## config.mk

```make
export PLATFORM = sky130hd
export DESIGN_NAME = vm_input_conditioner_flat
export DESIGN_NICKNAME = d
export VERILOG_FILES = /design/src/rtl/vm_pkg.sv /design/src/rtl/vm_input_conditioner_if.sv /design/src/rtl/vm_debounce.sv /design/src/rtl/vm_input_conditioner.sv /design/src/flat_wrapper.sv
export SDC_FILE = /design/constraint.sdc
export NUM_CORES = 1
export LEC_CHECK = 0
export ABC_CLOCK_PERIOD_IN_PS = 2600
export CORE_MARGIN = 2
export CORE_UTILIZATION = 50
export DETAILED_ROUTE_END_ITERATION = 10
export DONT_BUFFER_PORTS = 1
export GPL_ROUTABILITY_DRIVEN = 0
export PLACE_DENSITY_LB_ADDON = 0.15
export SLEW_MARGIN = 10
export SYNTH_ARGS = -nofsm -noshare
export SYNTH_HDL_FRONTEND = slang
export SYNTH_HIERARCHICAL = 1
export SYNTH_SLANG_ARGS = --single-unit
export TNS_END_PERCENT = 1
```

## constraint.sdc

```tcl
create_clock -name clk -period 2.6 [get_ports clk]
set_clock_uncertainty 0.15 [all_clocks]
set_input_delay 0.13 -clock clk [delete_from_list [all_inputs] [get_ports clk]]
set_output_delay 0.13 -clock clk [all_outputs]
set_load 0.1 [all_outputs]
```

## src/rtl/vm_pkg.sv

```systemverilog
// Shared constants and helpers for the vending machine front end.
// Keeps the conditioner and controller in agreement on queue width.
package vm_pkg;

  localparam int VM_DEBOUNCE_CYCLES = 4;
  localparam int VM_MAX_PENDING     = 7;

  function automatic int vm_pend_w(
    input int max_pending
  );
    return $clog2(max_pending + 1);
  endfunction

endpackage

```

## src/rtl/vm_input_conditioner_if.sv

```systemverilog
// Bundle between raw sensors, the conditioner and the controller.
// master: drives raw lines and ready; slave: the conditioner.
interface vm_input_conditioner_if
  import vm_pkg::*;
#(
  parameter int MAX_PENDING = VM_MAX_PENDING
);

  localparam int PW = vm_pend_w(MAX_PENDING);

  logic          coin_raw;
  logic          select_raw;
  logic          ready;
  logic          coin;
  logic          select;
  logic          overflow;
  logic [PW-1:0] coin_pending;

  modport master (
    output coin_raw,
    output select_raw,
    output ready,
    input  coin,
    input  select,
    input  coin_pending,
    input  overflow
  );

  modport slave (
    input  coin_raw,
    input  select_raw,
    input  ready,
    output coin,
    output select,
    output coin_pending,
    output overflow
  );

endinterface

```

## src/rtl/vm_debounce.sv

```systemverilog
// 2-FF sync, counting debouncer and rising-edge press pulse.
// Ports: clk, reset_n, raw in; stable level and one-cycle press out.
module vm_debounce
  import vm_pkg::*;
#(
  parameter int DEBOUNCE_CYCLES = VM_DEBOUNCE_CYCLES
) (
  input  logic clk,
  input  logic reset_n,
  input  logic raw,
  output logic stable,
  output logic press
);

  localparam int CW = $clog2(DEBOUNCE_CYCLES + 1);
  localparam logic [CW-1:0] LAST =
    CW'(DEBOUNCE_CYCLES - 1);

  logic          s1_q;
  logic          s2_q;
  logic          stable_q;
  logic          stable_d;
  logic          press_q;
  logic          press_d;
  logic [CW-1:0] cnt_q;
  logic [CW-1:0] cnt_d;

  always_ff @(posedge clk or negedge reset_n) begin
    if (!reset_n) begin
      s1_q     <= 1'b0;
      s2_q     <= 1'b0;
      stable_q <= 1'b0;
      press_q  <= 1'b0;
      cnt_q    <= '0;
    end else begin
      s1_q     <= raw;
      s2_q     <= s1_q;
      stable_q <= stable_d;
      press_q  <= press_d;
      cnt_q    <= cnt_d;
    end
  end

  // Flip when the count would reach DEBOUNCE_CYCLES.
  always_comb begin
    stable_d = stable_q;
    press_d  = 1'b0;
    cnt_d    = '0;
    if (s2_q != stable_q) begin
      if (cnt_q == LAST) begin
        stable_d = ~stable_q;
        press_d  = ~stable_q;
      end else begin
        cnt_d = cnt_q + 1'b1;
      end
    end
  end

  assign stable = stable_q;
  assign press  = press_q;

endmodule

```

## src/rtl/vm_input_conditioner.sv

```systemverilog
// Debounced coin/select front end with saturating coin credit queue.
// Ports: clk, reset_n, bus (slave): raw lines, ready, pulses, occupancy.
module vm_input_conditioner
  import vm_pkg::*;
#(
  parameter int DEBOUNCE_CYCLES = VM_DEBOUNCE_CYCLES,
  parameter int MAX_PENDING     = VM_MAX_PENDING
) (
  input  logic                         clk,
  input  logic                         reset_n,
  vm_input_conditioner_if.slave        bus
);

  localparam int PW = vm_pend_w(MAX_PENDING);
  localparam logic [PW-1:0] FULL = PW'(MAX_PENDING);

  logic          coin_stable;
  logic          coin_press;
  logic          sel_stable;
  logic          sel_press;
  logic          coin_evt;
  logic          sel_evt;
  logic          issue;
  logic          sel_issue;

  logic [PW-1:0] pend_q;
  logic [PW-1:0] pend_d;
  logic          sel_pend_q;
  logic          sel_pend_d;
  logic          coin_q;
  logic          coin_d;
  logic          sel_q;
  logic          sel_d;
  logic          ovf_q;
  logic          ovf_d;

  vm_debounce #(
    .DEBOUNCE_CYCLES(DEBOUNCE_CYCLES)
  ) u_coin_db (
    .clk    (clk),
    .reset_n(reset_n),
    .raw    (bus.coin_raw),
    .stable (coin_stable),
    .press  (coin_press)
  );

  vm_debounce #(
    .DEBOUNCE_CYCLES(DEBOUNCE_CYCLES)
  ) u_sel_db (
    .clk    (clk),
    .reset_n(reset_n),
    .raw    (bus.select_raw),
    .stable (sel_stable),
    .press  (sel_press)
  );

  assign coin_evt = coin_press & coin_stable;
  assign sel_evt  = sel_press & sel_stable;

  // Coins drain before select so credit lands first.
  assign issue     = bus.ready && (pend_q != '0);
  assign sel_issue = bus.ready && sel_pend_q &&
                     (pend_q == '0);

  always_comb begin
    pend_d     = pend_q;
    ovf_d      = 1'b0;
    coin_d     = issue;
    sel_d      = sel_issue;
    sel_pend_d = sel_pend_q;
    if (coin_evt && !issue && (pend_q == FULL)) begin
      ovf_d = 1'b1;
    end else begin
      pend_d = pend_q + PW'(coin_evt) - PW'(issue);
    end
    if (sel_issue) begin
      sel_pend_d = 1'b0;
    end else if (sel_evt) begin
      sel_pend_d = 1'b1;
    end
  end

  always_ff @(posedge clk or negedge reset_n) begin
    if (!reset_n) begin
      pend_q     <= '0;
      sel_pend_q <= 1'b0;
      coin_q     <= 1'b0;
      sel_q      <= 1'b0;
      ovf_q      <= 1'b0;
    end else begin
      pend_q     <= pend_d;
      sel_pend_q <= sel_pend_d;
      coin_q     <= coin_d;
      sel_q      <= sel_d;
      ovf_q      <= ovf_d;
    end
  end

  assign bus.coin         = coin_q;
  assign bus.select       = sel_q;
  assign bus.overflow     = ovf_q;
  assign bus.coin_pending = pend_q;

endmodule
```

## src/flat_wrapper.sv

```systemverilog
// flat-port wrapper written by rule: the top's interface ports become plain ports
module vm_input_conditioner_flat import vm_pkg::*;
#(
  parameter int DEBOUNCE_CYCLES = VM_DEBOUNCE_CYCLES,
  parameter int MAX_PENDING     = VM_MAX_PENDING
)
  (clk, reset_n, bus_coin_raw, bus_select_raw, bus_ready, bus_coin, bus_select, bus_coin_pending, bus_overflow);
  vm_input_conditioner_if #(.MAX_PENDING(MAX_PENDING)) bus_i ();
  input  logic clk;
  input  logic reset_n;
  input wire logic [$bits(bus_i.coin_raw)-1:0] bus_coin_raw;
  input wire logic [$bits(bus_i.select_raw)-1:0] bus_select_raw;
  input wire logic [$bits(bus_i.ready)-1:0] bus_ready;
  output wire logic [$bits(bus_i.coin)-1:0] bus_coin;
  output wire logic [$bits(bus_i.select)-1:0] bus_select;
  output wire logic [$bits(bus_i.coin_pending)-1:0] bus_coin_pending;
  output wire logic [$bits(bus_i.overflow)-1:0] bus_overflow;
  assign bus_i.coin_raw = bus_coin_raw;
  assign bus_i.select_raw = bus_select_raw;
  assign bus_i.ready = bus_ready;
  assign bus_coin = bus_i.coin;
  assign bus_select = bus_i.select;
  assign bus_coin_pending = bus_i.coin_pending;
  assign bus_overflow = bus_i.overflow;
  vm_input_conditioner #(.DEBOUNCE_CYCLES(DEBOUNCE_CYCLES), .MAX_PENDING(MAX_PENDING)) u_core (.clk(clk), .reset_n(reset_n), .bus(bus_i));
endmodule
```

==> summary.txt <==
Outcome
  • Status: completed

GRT
  • GR Overflow Total: 0
  • Antenna violations before repair: 0
  • GR Util All Layers: 15.2%
  • Vias in the first global route: approximately 470
  • Largest net degree at the start of global routing: 22
  • First-pass GRT wire length: just over 2 mm

Clock network
  • Hold buffers post-CTS: 4
  • Setup Buffers After CTS: 0
  • Worst-path clk slew: roughly 0.11 ns
  • CTS tree: yes
  • Root Buffer: clkbuf_4
  • CTS H-tree depth: 1
  • Worst skew pair latency: 0.30 ns
  • CTS Buf Count: 3
  • Clk buf depth: 2
  • Cts repair resizes: 0
  • Clock sink count: 21

Hold path
  • Hold crit path type: input pin to register

Power and ir drop
  • Flop pwr share: around 45%
  • Internal power: 0.641 mW
  • Switch Pwr: ~0.50 mW
  • Tot Pwr: 1.14 mW
  • Comb pwr share: between 40% and 50%
  • Fraction of power spent switching nets: between 40% and 50%
  • Worst VDD drop: ~0.9 mV
  • PwrDens: between 1000 and 1500 mW/mm²
  • Clock power share: approximately 14%
  • Leakage power: around 0.47 nW

Die
  • Core Rows: 14
  • Starting Density: 55.0%
  • I/O pins: 11
  • Die height: between 40 and 50 µm
  • Core Footprint: ~0.0015 mm²
  • DIE AREA: a little over 0.002 mm²
  • Die X: between 40 and 50 µm

Logic synthesis
  • Mux share of post-synthesis cell area: under 10%
  • Yosys Warn Count: 6
  • Sequential fraction of the synthesis area: roughly three fifths
  • Syn_nets: 69
  • Count of cell types in the netlist: 21
  • Mapped cell area: about 850 µm²
  • Largest family of logic cells by synthesized area: simple AND/OR/NAND/NOR gates
  • Syn avg cell area: 14.6 µm²
  • Post-Syn Instances: just under 60
  • Post-Synth Simple-Gate Area: 17.3%
  • Compound-gate portion of the synthesized area: ~2.4%
  • Synthesized flop and latch total: 21
  • Adder-cell share of the synthesized area: between 9 and 10%
  • XOR/XNOR share of the synthesized area: between 3 and 4%

STA
  • Hold Fails Final Rpt: 0
  • Slew headroom: 41.1%
  • Max Freq: about 0.45 GHz
  • Period utilization: between 80% and 90%
  • Slew Limit Fails: 0
  • Final worst path period need: about 2.2 ns
  • Least-Margin Pin Slew: between 0.8 and 0.9 ns
  • RSZ-0062 raised after global routing: no
  • Worst setup margin: 0.399 ns
  • Final setup viols: 0
  • WHS: between 0.15 and 0.2 ns
  • Setup TNS: 0 ns

Critical path
  • Critical path data arrival time: about 2.2 ns
  • Crit Path Category: register to register
  • Critical Path RT: ~2.6 ns
  • Critical Path, Cell by Cell: nor3_2 -> nand2b_1 -> ha_1 -> inv_1 -> ha_1 -> inv_1 -> fa_1 -> a41oi_1 -> mux2i_1
  • Setup crit start kind: register
  • Critical path's largest stage delay: ~0.43 ns
  • Worst Path Max Fanout: 4
  • Worst path slowest cell: dfrtp_2
  • CP endpoint kind: register

Drt
  • DR DRC count: 0
  • Drt wl/cell: between 10 and 15 µm
  • Router iterations before antenna repair: 3
  • Met1 Wirelength: around 600 µm
  • Top Metal Used: met4
  • DR vias/cell: between 5 and 6
  • Met3 wire len: approximately 30 µm
  • Met2 WL: ~480 µm
  • Post-Route WL: around 1.1 mm
  • Post-route ant nets: 0
  • Iter 0 DRT Violations: 5
  • Vias: between 400 and 500

Place
  • Buffers on Ports: 0
  • Place WS: slightly above 0.4 ns
  • Placed cell areas: between 800 and 900 µm²
  • Post-DP HPWL: 780 µm
  • Placed cells: 77

Finish
  • Area Overhead vs Synth: 13.3%
  • Most frequent cells in the layout: dfrtp_1 (18), ha_1 (5), inv_1 (4), dlygate4sd3_1 (4)
  • Post-route insts no fill: 85
  • Ant diodes: 0
  • # nets final: 81
  • Cell area after layout: 961 µm²
  • Ratio of cells with drive above 1 in the final layout: between 20% and 30%
  • Commonest non-fill, non-tap cell in the layout: dfrtp_1
  • Final Util: slightly above 60%

Job
  • # Max-Cap Violations: 0
==> Yosys cell counts (all sizes together) <==
library cell,count,share of area (%)
a21oi,1,0.59
a31oi,1,0.74
a41oi,1,1.0
and3,1,0.74
and3b,2,2.4
dfrtp,21,62
fa,1,2.4
ha,5,7.4
inv,4,1.8
mux2,2,2.7
mux2i,1,1.2
nand2,2,0.89
nand2b,2,1.5
nand4,1,0.74
nor2b,3,4.0
nor3,3,2.4
nor3b,4,4.7
xnor2,3,3.1
==> final cells by class <==
class                      instances  area, µm²
inverter                           4       15.0
clock buffer                       4       26.3
sequential                        21        529
fill                             130        581
multi-input combinational         33        308
timing repair buffer               7       62.6
tap                               16       20.0
==> path summary, 6_finish.rpt <==
check                      slack, ns  cells past startpoint                                endpoint                              startpoint
min                             0.17                      4           u_core/bus.overflow$_DFF_PN0_                               bus_ready
min reg2reg                     0.21                      0         u_core/u_coin_db/s2_q$_DFF_PN0_         u_core/u_coin_db/s1_q$_DFF_PN0_
min in group asynchronous       0.23                      1  u_core/bus.coin_pending[2]$_DFFE_PN0N_                                 reset_n
max reg2reg                     0.40                      9  u_core/bus.coin_pending[2]$_DFFE_PN0N_  u_core/bus.coin_pending[0]$_DFFE_PN0N_
max in group asynchronous       1.47                      1  u_core/bus.coin_pending[0]$_DFFE_PN0N_                                 reset_n
max                             0.40                      9  u_core/bus.coin_pending[2]$_DFFE_PN0N_  u_core/bus.coin_pending[0]$_DFFE_PN0N_
==> worst max-delay path, delay by kind of cell (launching register included) <==
family | cells | cell delay (ns)
fa+ha+maj | 3 | 0.73
buf+inv | 2 | 0.10
mux | 1 | 0.09
simple gates | 2 | 0.40
compound gates | 1 | 0.18
flops | 1 | 0.43
==> routing by layer <==
metal | up-vias | GRT usage [%]
met5 | - | 0
met4 | 0 | 10.6
met3 | 4 | 4.80
met2 | 9 | 22.3
met1 | 205 | 19.0
li1 | 221 | -
==> power by group through the flow <==
stage	clock (mW)	sequential, mW	combinational [mW]
2_1_floorplan	0	0.705	0.199
3_3_place_gp	0	0.516	0.464
3_5_place_dp	0	0.518	0.474
4_1_cts	0.161	0.512	0.485
5_1_grt	0.178	0.524	0.521
6_report	0.154	0.511	0.478
==> cells by family (layout without fill, tap and decap cells) <==
logic type,Yosys count,in the layout
and+or+nand+nor,18,18
xor gates and xnor gates,3,3
adders and majority gates,6,6
muxes,3,3
buffers and inverters,4,15
AOI/OAI and AO/OA,3,3
DFF,21,21
Power figures use the tool's default switching activity.
